--- config.mk ---
export PLATFORM = sky130hd
export DESIGN_NAME = echo_initiator_flat
export DESIGN_NICKNAME = d
export VERILOG_FILES = /design/src/rtl/echo_initiator_pkg.sv /design/src/rtl/echo_initiator_if.sv /design/src/rtl/echo_pattern_gen.sv /design/src/rtl/echo_initiator.sv /design/src/flat_wrapper.sv
export SDC_FILE = /design/constraint.sdc
export NUM_CORES = 1
export LEC_CHECK = 0
export ABC_AREA = 1
export CORE_AREA = 10 10 310 312
export DETAILED_ROUTE_END_ITERATION = 8
export DIE_AREA = 0 0 320 322
export PLACE_DENSITY = 0.5
export SYNTH_ARGS = -nofsm -noshare
export SYNTH_HDL_FRONTEND = slang
export SYNTH_SLANG_ARGS = --single-unit
export TNS_END_PERCENT = 5
--- constraint.sdc ---
create_clock -name CLK -period 3.2 [get_ports CLK]
set_input_delay 0.96 -clock CLK [delete_from_list [all_inputs] [get_ports CLK]]
set_output_delay 0.96 -clock CLK [all_outputs]
set_load 0.05 [all_outputs]
--- src/rtl/echo_initiator_pkg.sv ---
// Shared definitions for the echo initiator/responder pair: state encoding,
// payload widths and the sequence-replication pattern.
package echo_initiator_pkg;

  localparam int unsigned SEQ_W      = 16;
  localparam int unsigned CNT_W      = 16;
  localparam int unsigned DATA_W_DEF = 192;
  localparam int unsigned PAT_MAX_W  = 1024;

  typedef enum logic [1:0] {
    ST_IDLE  = 2'd0,
    ST_RUN   = 2'd1,
    ST_DRAIN = 2'd2,
    ST_DONE  = 2'd3
  } echo_state_e;

  // Replicate a 16-bit word across the widest supported payload; callers narrow it.
  function automatic logic [PAT_MAX_W-1:0] rep_pattern(input logic [SEQ_W-1:0] word);
    logic [PAT_MAX_W-1:0] r;
    for (int unsigned i = 0; i < PAT_MAX_W / SEQ_W; i++) begin
      r[i*SEQ_W +: SEQ_W] = word;
    end
    return r;
  endfunction

  function automatic logic [CNT_W-1:0] sat_inc(input logic [CNT_W-1:0] x);
    return (x == '1) ? x : x + CNT_W'(1);
  endfunction

endpackage

--- src/rtl/echo_initiator_if.sv ---
// Request (say) and echoed indication (heard) channels between initiator and responder.
interface echo_initiator_if #(
  parameter int unsigned DATA_W = echo_initiator_pkg::DATA_W_DEF
);
  logic              say__ENA;
  logic              say__RDY;
  logic [DATA_W-1:0] say_meth;
  logic [DATA_W-1:0] say_v;
  logic              heard__ENA;
  logic              heard__RDY;
  logic [DATA_W-1:0] heard_meth;
  logic [DATA_W-1:0] heard_v;

  modport master (
    output say__ENA, say_meth, say_v, heard__RDY,
    input  say__RDY, heard__ENA, heard_meth, heard_v
  );

  modport slave (
    input  say__ENA, say_meth, say_v, heard__RDY,
    output say__RDY, heard__ENA, heard_meth, heard_v
  );
endinterface

--- src/rtl/echo_pattern_gen.sv ---
// Maps a sequence number to its request payload pair (word, inverted word), replicated.
module echo_pattern_gen
  import echo_initiator_pkg::*;
#(
  parameter int unsigned DATA_W = DATA_W_DEF
) (
  input  logic [SEQ_W-1:0]  seq,
  output logic [DATA_W-1:0] meth,
  output logic [DATA_W-1:0] v
);

  assign meth = DATA_W'(rep_pattern(seq));
  assign v    = DATA_W'(rep_pattern(~seq));

endmodule

--- src/rtl/echo_initiator.sv ---
// Echo initiator: issues a run of sequenced requests, bounded by an outstanding
// window, and counts echoed indications that mismatch or arrive unexpectedly.
module echo_initiator
  import echo_initiator_pkg::*;
#(
  parameter int unsigned MAX_OUTSTANDING = 2,
  parameter int unsigned DATA_W          = DATA_W_DEF
) (
  input  logic                 CLK,
  input  logic                 nRST,
  input  logic                 start__ENA,
  input  logic [SEQ_W-1:0]     start_count,
  output logic                 start__RDY,
  output logic                 done,
  output logic [CNT_W-1:0]     err_count,
  echo_initiator_if.master     bus
);

  localparam int unsigned OUT_W = 4;

  echo_state_e       state_q, state_d;
  logic [SEQ_W-1:0]  total_q, total_d;
  logic [SEQ_W-1:0]  tx_q, tx_d;
  logic [SEQ_W-1:0]  rx_q, rx_d;
  logic [OUT_W-1:0]  out_q, out_d;
  logic [CNT_W-1:0]  err_d;
  logic              say_ena_d;
  logic              tx_fire, rx_fire, rx_expected, rx_bad;
  logic [DATA_W-1:0] exp_meth, exp_v;

  echo_pattern_gen #(.DATA_W(DATA_W)) u_tx_pat (
    .seq  (tx_q),
    .meth (bus.say_meth),
    .v    (bus.say_v)
  );

  echo_pattern_gen #(.DATA_W(DATA_W)) u_rx_pat (
    .seq  (rx_q),
    .meth (exp_meth),
    .v    (exp_v)
  );

  // Next-state, counters and next values of the registered handshake outputs.
  always_comb begin
    state_d     = state_q;
    total_d     = total_q;
    tx_d        = tx_q;
    rx_d        = rx_q;
    out_d       = out_q;
    err_d       = err_count;
    tx_fire     = bus.say__ENA && bus.say__RDY;
    rx_fire     = bus.heard__RDY && bus.heard__ENA;
    rx_expected = (out_q != '0);
    rx_bad      = (bus.heard_meth != exp_meth) || (bus.heard_v != exp_v);

    case (state_q)
      ST_IDLE, ST_DONE: begin
        if (start__ENA) begin
          total_d = start_count;
          tx_d    = '0;
          rx_d    = '0;
          out_d   = '0;
          err_d   = '0;
          state_d = ST_RUN;
        end
      end
      ST_RUN, ST_DRAIN: begin
        if (tx_fire) tx_d = tx_q + SEQ_W'(1);
        if (rx_fire && rx_expected) rx_d = rx_q + SEQ_W'(1);
        if (rx_fire && (!rx_expected || rx_bad)) err_d = sat_inc(err_count);
        out_d = out_q + OUT_W'(tx_fire) - OUT_W'(rx_fire && rx_expected);
        // An empty run passes straight through to DONE without visiting DRAIN.
        if ((tx_d == total_q) && (rx_d == total_q)) state_d = ST_DONE;
        else if (tx_d == total_q)                   state_d = ST_DRAIN;
      end
      default: state_d = ST_IDLE;
    endcase

    say_ena_d = (state_d == ST_RUN) && (tx_d < total_d) &&
                (out_d < OUT_W'(MAX_OUTSTANDING));
  end

  always_ff @(posedge CLK or negedge nRST) begin
    if (!nRST) begin
      state_q        <= ST_IDLE;
      total_q        <= '0;
      tx_q           <= '0;
      rx_q           <= '0;
      out_q          <= '0;
      err_count      <= '0;
      bus.say__ENA   <= 1'b0;
      bus.heard__RDY <= 1'b0;
      start__RDY     <= 1'b1;
      done           <= 1'b0;
    end else begin
      state_q        <= state_d;
      total_q        <= total_d;
      tx_q           <= tx_d;
      rx_q           <= rx_d;
      out_q          <= out_d;
      err_count      <= err_d;
      bus.say__ENA   <= say_ena_d;
      bus.heard__RDY <= (state_d == ST_RUN) || (state_d == ST_DRAIN);
      start__RDY     <= (state_d == ST_IDLE) || (state_d == ST_DONE);
      done           <= (state_d == ST_DONE);
    end
  end

endmodule

--- src/flat_wrapper.sv ---
// flat-port wrapper written by rule: the top's interface ports become plain ports
module echo_initiator_flat import echo_initiator_pkg::*;
#(
  parameter int unsigned MAX_OUTSTANDING = 2,
  parameter int unsigned DATA_W          = DATA_W_DEF
)
  (CLK, nRST, start__ENA, start_count, start__RDY, done, err_count, bus_say__ENA, bus_say_meth, bus_say_v, bus_heard__RDY, bus_say__RDY, bus_heard__ENA, bus_heard_meth, bus_heard_v);
  echo_initiator_if #(.DATA_W(DATA_W)) bus_i ();
  input  logic CLK;
  input  logic nRST;
  input  logic start__ENA;
  input  logic [SEQ_W-1:0] start_count;
  output logic start__RDY;
  output logic done;
  output logic [CNT_W-1:0] err_count;
  output wire logic [$bits(bus_i.say__ENA)-1:0] bus_say__ENA;
  output wire logic [$bits(bus_i.say_meth)-1:0] bus_say_meth;
  output wire logic [$bits(bus_i.say_v)-1:0] bus_say_v;
  output wire logic [$bits(bus_i.heard__RDY)-1:0] bus_heard__RDY;
  input wire logic [$bits(bus_i.say__RDY)-1:0] bus_say__RDY;
  input wire logic [$bits(bus_i.heard__ENA)-1:0] bus_heard__ENA;
  input wire logic [$bits(bus_i.heard_meth)-1:0] bus_heard_meth;
  input wire logic [$bits(bus_i.heard_v)-1:0] bus_heard_v;
  assign bus_say__ENA = bus_i.say__ENA;
  assign bus_say_meth = bus_i.say_meth;
  assign bus_say_v = bus_i.say_v;
  assign bus_heard__RDY = bus_i.heard__RDY;
  assign bus_i.say__RDY = bus_say__RDY;
  assign bus_i.heard__ENA = bus_heard__ENA;
  assign bus_i.heard_meth = bus_heard_meth;
  assign bus_i.heard_v = bus_heard_v;
  echo_initiator #(.MAX_OUTSTANDING(MAX_OUTSTANDING), .DATA_W(DATA_W)) u_core (.CLK(CLK), .nRST(nRST), .start__ENA(start__ENA), .start_count(start_count), .start__RDY(start__RDY), .done(done), .err_count(err_count), .bus(bus_i));
endmodule
; ---- Word level (Yosys, flattened, before mapping)
; Cells that the tools add are included.
[classes]
muxes = 19
order_cmp = 2
n_addsub = 5
n_eq_ne = 14
reduce_logical = 18
bitwise_logic = 2
[ops]
columns = operator, count
row1 = != test 192 bit, 2
row2 = two-way mux 16 bit, 10
row3 = case mux 16 bit (2 select lines), 3
row4 = "adder 16 x 1 -> 16 bit, second input constant", 3
row5 = equality test 16 bit, 2
row6 = NOT 16 bit, 2
row7 = "equality test 16 bit, second input constant", 1
row8 = less-than comparator 16 bit, 1
row9 = "equality test 2 bit, second input constant", 4
row10 = case mux 4 bit (2 select lines), 1
row11 = logical AND 1 bit, 7
row12 = two-way mux 2 bit, 3
row13 = adder 4 x 1 -> 4 bit, 1
row14 = "equality test 2 x 1 -> 1 bit, second input constant", 2
row15 = zero test 2 bit, 2
row16 = logical OR 1 bit, 4
row17 = "less-than comparator 4 x 2 -> 1 bit, second input constant", 1
row18 = two-way mux 4 bit, 1
row19 = "!= test 2 bit, second input constant", 2
row20 = case mux 2 bit (2 select lines), 1
row21 = nonzero test 4 bit, 1
row22 = OR reduction 2 bit, 2
row23 = subtractor 4 x 1 -> 4 bit, 1
row24 = AND reduction 3 bit, 1
row25 = 2 further kinds, 2
[totals]
register_bits = 74
input_bits = 405

; ---- Logic depth before layout (Yosys ltp)
; Gate-level depths: netlist of run 1.
[logic_depth]
word_depth = 11
depth_mapped = 23
mapped_depth_nobuf = 22

; ---- Modules after synthesis
; From an unflattened synthesis of run 1, not the netlist that was laid out.
[hier_totals]
hier_cells = 2463
hier_area_um2 = 16196.8
[modules_own_cells]
columns = mod, cells_per_inst, area_per_inst_um2, n_inst, seq_area_each_um2
row1 = echo_initiator, 1695, 10551.4, 1, 1853.0
row2 = echo_pattern_gen, 384, 2822.7, 2, 0.0

; ---- Worst setup path before layout of run 1
; No wires, ideal clock.
[synth_timing]
path_kind = register to register
start = register u_core.tx_q[5]
end = register u_core.bus.say__ENA
slack_ns = -0.243
path_stages_with_launch = 20
setup_ns = 0.077
t_arrival_ns = 3.366
t_required_ns = 3.123
n_path_buf = 0
cell_sequence = dfrtp_1 > inv_1 > nor2_2 > nand3_1 > nor2_1 > nand2_1 > nand2_1 > nand2_1 > nand2_1 > nand2_1 > nor2_1 > nand2_1 > nor2_1 > nor2_1 > nor2_1 > ha_1 > nand2_1 > nor4_1 > nand3b_1 > a21oi_1
[synth_via]
elab_chain_len = 10
elab_cells_between_ends = 14
[synth_lines]
columns = element, line_no
row1 = "start, declared", echo_initiator.sv:23  ; logic [SEQ_W-1:0] tx_q, tx_d;
row2 = "start signal, assigned", echo_initiator.sv:98  ; tx_q <= tx_d;
row3 = adder 16 x 1 -> 16 bit, echo_initiator.sv:68  ; if (tx_fire) tx_d = tx_q + SEQ_W'(1);
row4 = two-way mux 16 bit *, echo_initiator.sv:68
row5 = two-way mux 16 bit *, echo_initiator.sv:56  ; case (state_q)
row6 = equality test 16 bit *, "echo_initiator.sv:73, echo_initiator.sv:74"
row7 = two-way mux 2 bit or logical AND 1 bit (tied branches), "echo_initiator.sv:74, echo_initiator.sv:73"
row8 = two-way mux 2 bit *, echo_initiator.sv:73  ; if ((tx_d == total_q) && (rx_d == total_q)) state_d = ST_DONE;
row9 = case mux 2 bit (2 select lines) *, echo_initiator.sv:56
row10 = net u_core.state_d[0], echo_initiator.sv:21  ; echo_state_e state_q, state_d;
row11 = equality test 2 x 1 -> 1 bit *, echo_initiator.sv:79  ; say_ena_d = (state_d == ST_RUN) && (tx_d < total_d) &&
row12 = logical AND 1 bit * (2 in a row), echo_initiator.sv:79
row13 = net u_core.say_ena_d, echo_initiator.sv:27  ; logic say_ena_d;
row14 = "end signal, assigned", echo_initiator.sv:102  ; bus.say__ENA <= say_ena_d;
row15 = "end, declared", echo_initiator_if.sv:15  ; output say__ENA, say_meth, say_v, heard__RDY,
; The timed path passes the listed nets; every way through them passes the cells marked *. The select of a mux whose other input is x is not followed.
; A chain may end at the register's enable or synchronous reset.

; ---- Worst setup path after layout of run 1
[layout_timing]
start = input port bus_heard_meth[41]
end = register u_core.err_count[12]
[layout_via]
elab_chain_len = 6
[layout_lines]
columns = element, line_no
row1 = "start, declared", flat_wrapper.sv:22  ; input wire logic [$bits(bus_i.heard_meth)-1:0] bus_heard_meth;
row2 = != test 192 bit, echo_initiator.sv:54  ; rx_bad = (bus.heard_meth != exp_meth) || (bus.heard_v != exp_v);
row3 = logical OR 1 bit, echo_initiator.sv:54
row4 = logical OR 1 bit, echo_initiator.sv:70  ; if (rx_fire && (!rx_expected || rx_bad)) err_d = sat_inc(err_count);
row5 = logical AND 1 bit, echo_initiator.sv:70
row6 = != test 2 x 1 -> 1 bit (no line), n/a
row7 = AND reduction 3 bit (no line), n/a
row8 = "end signal, assigned", echo_initiator.sv:101  ; err_count <= err_d;
row9 = "end, declared", echo_initiator.sv:15  ; output logic [CNT_W-1:0] err_count,
; Every way passes these cells.

==> impl_metrics.sql, run 1 <==
INSERT INTO impl_metrics (metric_group, metric, value, unit) VALUES
('run_status', 'run_status', 'completed', ''),
('synth', 'postSynth.asyncResetShare', '100.0', '%'),
('synth', 'synth_sequential_area_ratio', '14.95', '%'),
('route', 'avgViaCountPerCell', '3.802', ''),
('synth', 'leading_area_contributor_after_synthesis', 'sky130_fd_sc_hd__buf_4', ''),
('die', 'boundaryPins', '809', ''),
('global_routing', 'grt_pass1_vias', '14060', ''),
('global_routing', 'grt_remaining_overflow', '0', ''),
('die', 'die_height', '322', 'um'),
('place', 'place.gp.congestion', '0.8353', ''),
('route', 'detail_route.wirelength', '78630', 'um'),
('synth', 'postSynthNetCount', '2295', ''),
('place', 'hpwl', '67410', 'um'),
('pwr', 'power.switching', '13.62', 'mW'),
('pwr', 'clkPwrFrac', '5.3', '%'),
('clock_tree', 'clock_tree_from_tritoncts', 'built', ''),
('die', 'start_util', '13.83', '%'),
('timing', 'holdWs', '559.9', 'ps'),
('setup_path', 'worstSetupPathType', 'in2reg', ''),
('pwr', 'leakagePower', '8.824', 'nW'),
('place', 'placed_area', '20560', 'um2'),
('clock_tree', 'cts.sinks', '74', ''),
('cells_and_area', 'final_net_count', '2867', ''),
('setup_path', 'cp-end-kind', 'register', ''),
('pwr', 'power.sequential.fraction', '8.5', '%'),
('clock_tree', 'cts.hold.buffers_added', '0', ''),
('cells_and_area', 'finish.utilization', '23.50', '%'),
('synth', 'ys_seq_elements', '74', ''),
('synth', 'netlist_top_cells_count', '414 x sky130_fd_sc_hd__nand2_1, 365 x sky130_fd_sc_hd__buf_4, 151 x sky130_fd_sc_hd__nor2_1', ''),
('timing', 'slew_headroom', '56.95', '%'),
('timing', 'rsz0062_at_grt', 'false', ''),
('pwr', 'power', '22.10', 'mW'),
('synth', 'netlist_area', '12390', 'um2'),
('pwr', 'netSwitchingFraction', '61.63', '%'),
('timing', 'finClkSkew', '13.14', 'ps'),
('synth', 'synth_top_cells_by_area', 'sky130_fd_sc_hd__buf_4 22%, sky130_fd_sc_hd__dfrtp_1 15%, sky130_fd_sc_hd__nand2_1 13%, sky130_fd_sc_hd__xor2_1 9.8%, sky130_fd_sc_hd__xnor2_1 7.4%', ''),
('place', 'portBuffers', '808', ''),
('timing', 'min_period_over_period', '94.02', '%'),
('pwr', 'power_frac_comb', '86.2', '%'),
('cells_and_area', 'postLayoutCellArea', '21060', 'um2'),
('die', 'die_area', '103000', 'um2'),
('timing', 'final_hold_vios', '0', ''),
('route', 'via_count', '13770', ''),
('timing', 'fin_crit', '3009', 'ps'),
('route', 'final_antenna_net_count', '0', ''),
('timing', 'timing_max_transition_violations_final', '0', ''),
('global_routing', 'grt_max_degree', '33', ''),
('clock_tree', 'tritoncts.num_buffers', '9', ''),
('route', 'starting_drt_drc_count', '797', ''),
('synth', 'synth_edf_count', '0', ''),
('timing', 'slew_worst_pin', '643.8', 'ps'),
('route', 'detail_route.wl_per_cell', '21.71', 'um'),
('global_routing', 'grt_antenna_before_repair', '18', ''),
('setup_path', 'crit_path_top_delay_cell', 'sky130_fd_sc_hd__clkdlybuf4s50_1', ''),
('timing', 'top_achievable_clock_speed', '332.4', 'MHz'),
('setup_path', 'critical-path-top-cell-by-count', 'sky130_fd_sc_hd__nand2_1', ''),
('pwr', 'power.ir.vdd_worst', '875.4', 'uV'),
('die', 'chip_width', '320', 'um'),
('synth', 'synthCells', '1864', ''),
('global_routing', 'grt_usage', '14.32', '%'),
('die', 'core', '89600', 'um2'),
('die', 'placementRows', '110', ''),
('synth', 'netlist.area_leader.share', '22.11', '%'),
('global_routing', 'grt_first_pass_wirelength', '107000', 'um'),
('setup_path', 'critical_path.max_stage_delay', '570', 'ps'),
('cells_and_area', 'final_layout_size_suffix_gt1_share', '16.76', '%'),
('setup_path', 'critical_path.cell_chain', 'clkdlybuf4s50_1 > nand2_1 > o21ai_0 > buf_4 > nand2_1 > nor2_1 > nand2_2 > nor2_1 > nand2_1 > nor2_2 > nand3_2 > buf_12 > nand2_8 > buf_6 > nand3_1 > nand2_1', ''),
('synth', 'ys.warnings.count', '0', ''),
('timing', 'setup_viol', '0', ''),
('job', 'max_cap_violation_count', '0', ''),
('min_path', 'worst_hold_check_path_type', 'in2async', '');
cells in the final DEF, fill, tap and decap left out, types with 5 or more instances in the layout:
cell                              count
sky130_fd_sc_hd__a21oi_1             14
sky130_fd_sc_hd__buf_12              74
sky130_fd_sc_hd__buf_4              247
sky130_fd_sc_hd__clkbuf_16            9
sky130_fd_sc_hd__clkdlybuf4s50_1    645
sky130_fd_sc_hd__dfrtp_1             56
sky130_fd_sc_hd__dfrtp_2             17
sky130_fd_sc_hd__diode_2              5
sky130_fd_sc_hd__ha_1                24
sky130_fd_sc_hd__inv_1              132
sky130_fd_sc_hd__inv_2               10
sky130_fd_sc_hd__nand2_1            410
sky130_fd_sc_hd__nand2_2              5
sky130_fd_sc_hd__nand3_1            122
sky130_fd_sc_hd__nand3_2              5
sky130_fd_sc_hd__nand4_1             87
sky130_fd_sc_hd__nor2_1             148
sky130_fd_sc_hd__nor2_2               6
sky130_fd_sc_hd__nor2_4               5
sky130_fd_sc_hd__nor3_1               5
sky130_fd_sc_hd__o21ai_0             80
sky130_fd_sc_hd__o21ai_1             13
sky130_fd_sc_hd__o22ai_1             31
sky130_fd_sc_hd__xnor2_1            105
sky130_fd_sc_hd__xor2_1             138
cell type report:
type / count / area, um2
Multi-Input combinational cell: 1234 / 6959
Clock inverter: 6 / 97.59
Antenna cell: 5 / 12.51
Sequential cell: 74 / 1874
Timing Repair Buffer: 970 / 9834
Tap cell: 1176 / 1471
Clock buffer: 10 / 239.0
Inverter: 147 / 568.0
Fill cell: 9974 / 68540
stage by stage:
| stage | setup WS [ps] | setup TNS (ps) | std cells |
|---|---|---|---|
| floorplan | 7.090 | 0 | 1864 |
| global placement | -751.5 | -6477 | 3600 |
| detailed placement | -751.7 | -6987 | 3600 |
| CTS | 62.21 | 0 | 3616 |
| global route | 3.256 | 0 | 3618 |
| finish | 191.2 | 0 | 3622 |
critical path, delay by kind of cell:
family,cells,cell delay (ps)
buffers and inverters,4,1040
AO/OA/AOI/OAI,1,180
AND/OR/NAND/NOR,11,1090
power by group through the flow:
stage | Clock, mW | Sequential [mW] | Combinational, mW
after global placement | 0 | 1.90 | 19.2
final | 1.18 | 1.88 | 19.0
after detailed placement | 0 | 1.90 | 19.2
after CTS | 1.21 | 1.89 | 19.3
after floorplan | 0 | 2.07 | 13.2
after global routing | 1.24 | 1.94 | 20.1
what timing repair did:
item,CTS,global route
pin swaps,4,17
resized for setup,15,30
gates cloned,0,1
setup endpoints to repair,2,16
setup buffers,0,0
path summary, 6_finish.rpt:
path / from / to / slack [ps] / cells past startpoint
min in group CLK: u_core.total_q[4]$_DFF_PN0_ / u_core.total_q[4]$_DFF_PN0_ / 570 / 2
max reg2reg: u_core.tx_q[0]$_DFF_PN0_ / u_core.bus.say__ENA$_DFF_PN0_ / 320 / 15
max in group asynchronous: nRST / u_core.rx_q[1]$_DFFE_PN0P_ / 1990 / 2
max: bus_heard_meth[41] / u_core.err_count[12]$_DFFE_PN0P_ / 190 / 16
min: nRST / u_core.err_count[14]$_DFFE_PN0P_ / 560 / 1
min reg2reg: u_core.total_q[4]$_DFF_PN0_ / u_core.total_q[4]$_DFF_PN0_ / 570 / 2
sequential cells by signal (all words and copies together), names as in the netlist:
register	cells
u_core.bus.heard__RDY	1
u_core.bus.say__ENA	1
u_core.done	1
u_core.err_count	16
u_core.out_q	4
u_core.rx_q	16
u_core.start__RDY	1
u_core.state_q	2
u_core.total_q	16
u_core.tx_q	16
routing by layer:
layer  vias up  global-route usage, %  share of wire (%)
met5         -                      0              0.069
met4         8                  1.776                1.1
met1      6322                  16.47                 40
li1       6766                      -                  -
met3        63                  3.962                7.3
met2       612                  26.63                 51
cell families (layout without fill, tap and decap cells):
family,after synthesis,count (layout),synth area share [%]
adder cells (fa/ha/maj),26,26,2.685
XOR/XNOR,244,244,17.35
AO/OA/AOI/OAI,152,152,6.632
flip-flops,74,74,14.95
other,0,5,0
buffers and inverters,557,1133,29.96
AND/OR/NAND/NOR,811,812,28.42
No activity file was read; power rests on OpenSTA's default activity.
==> run 2, diff against run 1 <==
- PLACE_DENSITY: 0.5 -> 0.45
- SETUP_SLACK_MARGIN: unset -> 0.2
==> run 2 against run 1 <==
Effect of this change:
- count of clock-buffer cells in the layout is the same
- clock power is 3% higher
- register-to-register slack worse by 30 ps
- combinational power fell by 2%
- non-clock buffer count up 12
- hold slack improved by 13 ps
- maximum frequency up 1.8%
- core utilization shrank 0.29 points
- critical path depth is 5 higher
- final cell count up 0.25%
- clock skew decreased by 2.4 ps
==> impl_metrics.sql, run 2 (synthesis gave the netlist of run 1 again) <==
INSERT INTO impl_metrics (metric_group, metric, value, unit) VALUES
('timing', 'final_hold_vios', '0', ''),
('timing', 'holdWs', '572.4', 'ps'),
('global_routing', 'grt_usage', '14.41', '%'),
('die', 'die_height', '322', 'um'),
('route', 'post-route-drc-count', '0', ''),
('pwr', 'power', '21.74', 'mW'),
('clock_tree', 'path_clk_slew', '60', 'ps'),
('cells_and_area', 'final_layout_size_suffix_gt1_share', '17.24', '%'),
('timing', 'slew_worst_pin', '582.7', 'ps'),
('clock_tree', 'clock-root-buffer', 'sky130_fd_sc_hd__clkbuf_16', ''),
('clock_tree', 'cts.sinks', '74', ''),
('timing', 'slew_headroom', '61.03', '%'),
('route', 'detail_route.wirelength', '79050', 'um'),
('cells_and_area', 'finish.utilization', '23.21', '%'),
('timing', 'min_period_over_period', '92.34', '%'),
('job', 'max_cap_violation_count', '0', ''),
('timing', 'timing_max_transition_violations_final', '0', ''),
('setup_path', 'critical_path_required', '3470', 'ps'),
('global_routing', 'grt_max_degree', '37', ''),
('global_routing', 'grt_remaining_overflow', '0', ''),
('timing', 'setup_viol', '0', ''),
('cells_and_area', 'syn2layout_area_growth', '67.79', '%'),
('setup_path', 'critical_path.cell_chain', 'buf_8 > nand2_8 > nor2_4 > buf_6 > nand3_2 > nand2_2 > nand2_2 > nand2_1 > nand2_1 > nor2_1 > nand2_1 > nor2_1 > nand2_1 > nor2_1 > nor2_1 > nor2_1 > ha_2 > nand2_2 > nor4_2 > nand3b_1 > a21oi_1', ''),
('setup_path', 'cp-end-kind', 'register', ''),
('timing', 'finClkSkew', '10.78', 'ps'),
('setup_path', 'worst-endpoint-arrival', '3220', 'ps'),
('clock_tree', 'clock_tree_from_tritoncts', 'built', ''),
('route', 'drt_pre_antenna_iters', '5', ''),
('setup_path', 'worstSetupPathType', 'in2reg', ''),
('global_routing', 'grt_pass1_vias', '14210', ''),
('setup_path', 'path_max_fanout', '5', ''),
('die', 'core', '89600', 'um2'),
('global_routing', 'grt_first_pass_wirelength', '107500', 'um'),
('setup_path', 'cp-start-kind', 'input port', ''),
('clock_tree', 'clock_tree.htree_level_count', '3', ''),
('min_path', 'worst_hold_path.num_cells', '2', ''),
('clock_tree', 'worstSkewPairLatency', '350', 'ps'),
('setup_path', 'critical_path.max_stage_delay', '260', 'ps'),
('min_path', 'worst_hold_check_path_type', 'reg2reg', ''),
('cells_and_area', 'mostFrequentLayoutCells', '624 x sky130_fd_sc_hd__clkdlybuf4s50_1, 404 x sky130_fd_sc_hd__nand2_1, 271 x sky130_fd_sc_hd__buf_4', ''),
('timing', 'fin_crit', '2955', 'ps'),
('place', 'portBuffers', '808', ''),
('global_routing', 'grt_antenna_before_repair', '17', ''),
('clock_tree', 'cts.hold.buffers_added', '0', ''),
('cells_and_area', 'postLayoutCellArea', '20800', 'um2'),
('run_status', 'run_status', 'completed', ''),
('place', 'hpwl', '68040', 'um'),
('route', 'via_count', '13750', ''),
('die', 'placementRows', '110', ''),
('cells_and_area', 'final_net_count', '2879', ''),
('pwr', 'leakagePower', '8.641', 'nW'),
('place', 'place.gp.congestion', '0.8618', ''),
('cells_and_area', 'mostFrequentLayoutCell', 'sky130_fd_sc_hd__clkdlybuf4s50_1', ''),
('timing', 'rsz0062_at_grt', 'true', ''),
('clock_tree', 'tritoncts.num_buffers', '9', ''),
('die', 'start_util', '13.83', '%'),
('route', 'avgViaCountPerCell', '3.786', ''),
('place', 'placed_area', '20150', 'um2'),
('die', 'boundaryPins', '809', ''),
('timing', 'top_achievable_clock_speed', '338.4', 'MHz'),
('setup_path', 'critical-path-top-cell-by-count', 'sky130_fd_sc_hd__nor2_1', ''),
('route', 'final_antenna_net_count', '0', ''),
('setup_path', 'r2r.worst_path.cells', '20', ''),
('pwr', 'power.ir.vdd_worst', '771.7', 'uV'),
('pwr', 'power-per-cell-area', '1045', 'nW/um2'),
('route', 'starting_drt_drc_count', '778', ''),
('clock_tree', 'clock_path_buffers', '2', ''),
('setup_path', 'crit_path_top_delay_cell', 'sky130_fd_sc_hd__nor2_4', ''),
('route', 'detail_route.wl_per_cell', '21.77', 'um'),
('die', 'chip_width', '320', 'um'),
('die', 'die_area', '103000', 'um2');
run 2: cell count changes in the layout (fill, tap and decap cells not counted), moves of 5 or more:
cell	change
sky130_fd_sc_hd__clkdlybuf4s50_1	-21
sky130_fd_sc_hd__nor2_1	-5
sky130_fd_sc_hd__buf_12	-39
sky130_fd_sc_hd__dlygate4sd2_1	+48
sky130_fd_sc_hd__nand3_1	-5
sky130_fd_sc_hd__clkinvlp_4	+5
sky130_fd_sc_hd__dfrtp_1	-5
sky130_fd_sc_hd__buf_4	+24
sky130_fd_sc_hd__nand2_2	+5
sky130_fd_sc_hd__nand2_1	-6
run 2: worst paths after layout:
kind                                                         end                             start  slack (ps)
min in group asynchronous        u_core.bus.heard__RDY$_DFF_PN0_                              nRST         590
worst max-delay path               u_core.bus.say__ENA$_DFF_PN0_                      bus_say__RDY         250
worst min-delay path            u_core.err_count[15]$_DFFE_PN0P_  u_core.err_count[15]$_DFFE_PN0P_         570
worst min register to register  u_core.err_count[15]$_DFFE_PN0P_  u_core.err_count[15]$_DFFE_PN0P_         570
max in group asynchronous            u_core.rx_q[12]$_DFFE_PN0P_                              nRST        1970
worst max register to register     u_core.bus.say__ENA$_DFF_PN0_        u_core.rx_q[0]$_DFFE_PN0P_         290
run 2: area by class of cell:
cell class	count	area [um2]
tap	1176	1471
sequential	74	1891
timing repair buffer	982	9450
multi-input combinational	1234	7049
fill	10030	68800
inverter	147	576.8
antenna	2	5.005
clock inverter	6	113.9
clock buffer	10	239.0
run 2: metrics by stage:
stage,setup WS [ps],cells,TNS [ps]
final,245.3,3631,0
after global routing,33.88,3630,0
after CTS,203.6,3619,0
after detailed placement,-714.7,3597,-7500
after global placement,-683.3,3597,-6866
after floorplan,201.6,1864,0
run 2: per-layer routing:
layer  GRT usage, %  wire [um]  up-vias
met2          26.85      40720      529
met5              0         63        -
li1               -          -     6791
met3          3.435       5122       51
met4          1.963        984       10
met1          16.80      32160     6366
run 2: critical path: cells and delay by family:
kind            cells  cell delay, ps
fa+ha+maj           1             210
compound gates      1             120
buf+inv             2             240
simple gates       17            1690
run 2: timing repair:
item | in CTS | in global routing
pin swaps | 10 | 24
setup buffers | 5 | 10
endpoints found under the setup margin | 69 | 23
cloned | 1 | 0
resized for setup | 82 | 39
run 2: report_power, final:
part / internal (mW) / switching [mW] / total, mW
logic: 6.10 / 12.5 / 18.6
clock network: 0.785 / 0.439 / 1.22
registers: 1.30 / 0.604 / 1.90
==> run 3, diff against run 2 <==
- RECOVER_POWER: unset -> 50
==> run 3 against run 2 <==
Effect of this change:
- the run now ends with capacitance limit, slew limit left
- non-clock buffer count stayed put
- sequential power barely moved
- maximum frequency down 1.3%
- total power is 2.5% lower
- critical path type unchanged
- largest power group unchanged
- highest routed layer unchanged
==> impl_metrics.sql, run 3 (synthesis gave the netlist of run 1 again) <==
INSERT INTO impl_metrics (metric_group, metric, value, unit) VALUES
('run_status', 'run_status', 'complete, but fails checks', ''),
('run_status', 'violations', 'capacitance limit, slew limit', ''),
('timing', 'final_hold_vios', '0', ''),
('timing', 'setup_viol', '0', ''),
('die', 'placementRows', '110', ''),
('job', 'max_cap_violation_count', '1', ''),
('setup_path', 'worst-endpoint-arrival', '3260', 'ps'),
('route', 'via_count', '13770', ''),
('pwr', 'power-per-cell-area', '1043', 'nW/um2'),
('setup_path', 'critical_path.cell_chain', 'clkdlybuf4s50_1 > clkbuf_4 > nand2_1 > buf_12 > o21ai_1 > inv_1 > ha_1 > a21oi_1 > nand3b_1 > a21oi_1 > nor4_2 > nand3b_1 > a21oi_1', ''),
('clock_tree', 'worstSkewPairLatency', '350', 'ps'),
('setup_path', 'critical-path-top-cell-by-count', 'sky130_fd_sc_hd__a21oi_1', ''),
('timing', 'slew_worst_pin', '1501', 'ps'),
('clock_tree', 'clock_tree_from_tritoncts', 'built', ''),
('timing', 'timing_max_transition_violations_final', '24', ''),
('cells_and_area', 'syn2layout_area_growth', '63.90', '%'),
('cells_and_area', 'mostFrequentLayoutCell', 'sky130_fd_sc_hd__clkdlybuf4s50_1', ''),
('pwr', 'leakagePower', '8.419', 'nW'),
('die', 'boundaryPins', '809', ''),
('die', 'core', '89600', 'um2'),
('clock_tree', 'clock_tree.htree_level_count', '3', ''),
('clock_tree', 'clock-root-buffer', 'sky130_fd_sc_hd__clkbuf_16', ''),
('cells_and_area', 'final.fill_count', '10130', ''),
('setup_path', 'regToRegSetupSlack', '320', 'ps'),
('route', 'detail_route.wl_per_cell', '21.76', 'um'),
('cells_and_area', 'final_layout_size_suffix_gt1_share', '14.96', '%'),
('pwr', 'power.ir.vdd_worst', '760.1', 'uV'),
('global_routing', 'grt_max_degree', '37', ''),
('route', 'avgViaCountPerCell', '3.789', ''),
('timing', 'finClkSkew', '12.90', 'ps'),
('route', 'post-route-drc-count', '0', ''),
('timing', 'slew_headroom', '-0.03726', '%'),
('route', 'final_antenna_net_count', '0', ''),
('timing', 'fin_crit', '2995', 'ps'),
('cells_and_area', 'finish.utilization', '22.67', '%'),
('timing', 'rsz0062_at_grt', 'true', ''),
('die', 'chip_width', '320', 'um'),
('setup_path', 'crit_path_top_delay_cell', 'sky130_fd_sc_hd__clkdlybuf4s50_1', ''),
('timing', 'holdWs', '567.3', 'ps'),
('timing', 'finalSetupTns', '0', 'ps'),
('die', 'die_area', '103000', 'um2'),
('route', 'drt_pre_antenna_iters', '5', ''),
('setup_path', 'worstSetupPathType', 'in2reg', ''),
('die', 'start_util', '13.83', '%'),
('timing', 'top_achievable_clock_speed', '333.9', 'MHz'),
('setup_path', 'critical_path_required', '3460', 'ps'),
('min_path', 'worst_hold_check_path_type', 'reg2reg', ''),
('setup_path', 'path_max_fanout', '20', ''),
('setup_path', 'critical_path.max_stage_delay', '480', 'ps'),
('place', 'place.gp.congestion', '0.8618', ''),
('place', 'placed_area', '20150', 'um2'),
('place', 'hpwl', '68040', 'um'),
('place', 'portBuffers', '808', ''),
('timing', 'min_period_over_period', '93.59', '%'),
('global_routing', 'grt_first_pass_wirelength', '107500', 'um'),
('global_routing', 'grt_pass1_vias', '14210', ''),
('cells_and_area', 'postLayoutCellArea', '20310', 'um2'),
('timing', 'layout_setup_ws', '205.3', 'ps'),
('global_routing', 'grt_antenna_before_repair', '17', ''),
('route', 'starting_drt_drc_count', '732', ''),
('clock_tree', 'cts.sinks', '74', ''),
('clock_tree', 'tritoncts.num_buffers', '9', ''),
('setup_path', 'cp-start-kind', 'input port', ''),
('clock_tree', 'path_clk_slew', '60', 'ps'),
('place', 'place_ws', '-714.7', 'ps'),
('global_routing', 'grt_remaining_overflow', '0', ''),
('cells_and_area', 'mostFrequentLayoutCells', '601 x sky130_fd_sc_hd__clkdlybuf4s50_1, 405 x sky130_fd_sc_hd__nand2_1, 165 x sky130_fd_sc_hd__buf_4', ''),
('die', 'die_height', '322', 'um'),
('setup_path', 'cp-end-kind', 'register', ''),
('route', 'detail_route.wirelength', '79070', 'um'),
('global_routing', 'grt_usage', '14.41', '%'),
('cells_and_area', 'final_net_count', '2879', ''),
('clock_tree', 'clock_path_buffers', '2', '');
## run 3: cell types whose count changed in the layout (fill, tap and decap cells not counted), sizes merged
cell	change
dlygate4sd3	+23
buf	-119
dlymetal6s2s	+4
clkbuf	+115
diode	+3
clkdlybuf4s50	-23
## run 3: worst max-delay path, delay by kind of cell
family,cells,cell delay (ps)
AO/OA/AOI/OAI,4,570
adder cells (fa/ha/maj),1,310
buffers and inverters,4,880
AND/OR/NAND/NOR,4,530
## run 3: area by class of cell
| class | instances | area, um2 | area share, % |
|---|---|---|---|
| tap | 1176 | 1471 | 7.243 |
| sequential | 74 | 1891 | 9.306 |
| timing repair buffer | 982 | 8964 | 44.12 |
| clock buffer | 10 | 239.0 | 1.176 |
| inverter | 147 | 576.8 | 2.839 |
| multi-input combinational | 1234 | 7047 | 34.69 |
| clock inverter | 6 | 113.9 | 0.5605 |
| antenna | 5 | 12.51 | 0.06159 |
## run 3: through the flow
step | instances | power, mW
2_1_floorplan | 1864 | 15.35
3_3_place_gp | 3597 | 20.77
3_5_place_dp | 3597 | 20.72
4_1_cts | 3619 | 21.98
5_1_grt | 3630 | 22.52
6_report | 3634 | 21.18
## run 3: layer usage
| layer | GRT usage [%] | vias to the layer above | routed length (um) |
|---|---|---|---|
| met3 | 3.435 | 49 | 5155 |
| met1 | 16.80 | 6394 | 32140 |
| met5 | 0 | - | 63 |
| li1 | - | 6795 | - |
| met4 | 1.963 | 10 | 939 |
| met2 | 26.85 | 522 | 40770 |
## run 3: worst paths after layout
path | start | endpoint | cells past startpoint
max in group asynchronous | nRST | u_core.rx_q[1]$_DFFE_PN0P_ | 2
worst min-delay path | u_core.err_count[15]$_DFFE_PN0P_ | u_core.err_count[15]$_DFFE_PN0P_ | 2
worst min register to register | u_core.err_count[15]$_DFFE_PN0P_ | u_core.err_count[15]$_DFFE_PN0P_ | 2
worst max-delay path | start__ENA | u_core.bus.say__ENA$_DFF_PN0_ | 13
worst max register to register | u_core.bus.say__ENA$_DFF_PN0_ | u_core.bus.say__ENA$_DFF_PN0_ | 20
min in group asynchronous | nRST | u_core.bus.heard__RDY$_DFF_PN0_ | 1
## run 3: power breakdown
part / switching (mW) / internal, mW / total [mW]
Sequential: 0.603 / 1.30 / 1.90
Combinational: 12.5 / 5.59 / 18.1
Clock: 0.439 / 0.785 / 1.22
Total: 13.5 / 7.67 / 21.2
## run 3: repair_timing
action | CTS | global route
hold buffers | 0 | 0
buffers inserted | 5 | 10
setup endpoints to repair | 69 | 23
pin swaps | 10 | 24
cloned | 1 | 0
endpoints found under the hold margin | 0 | 0
gates resized for setup | 82 | 39
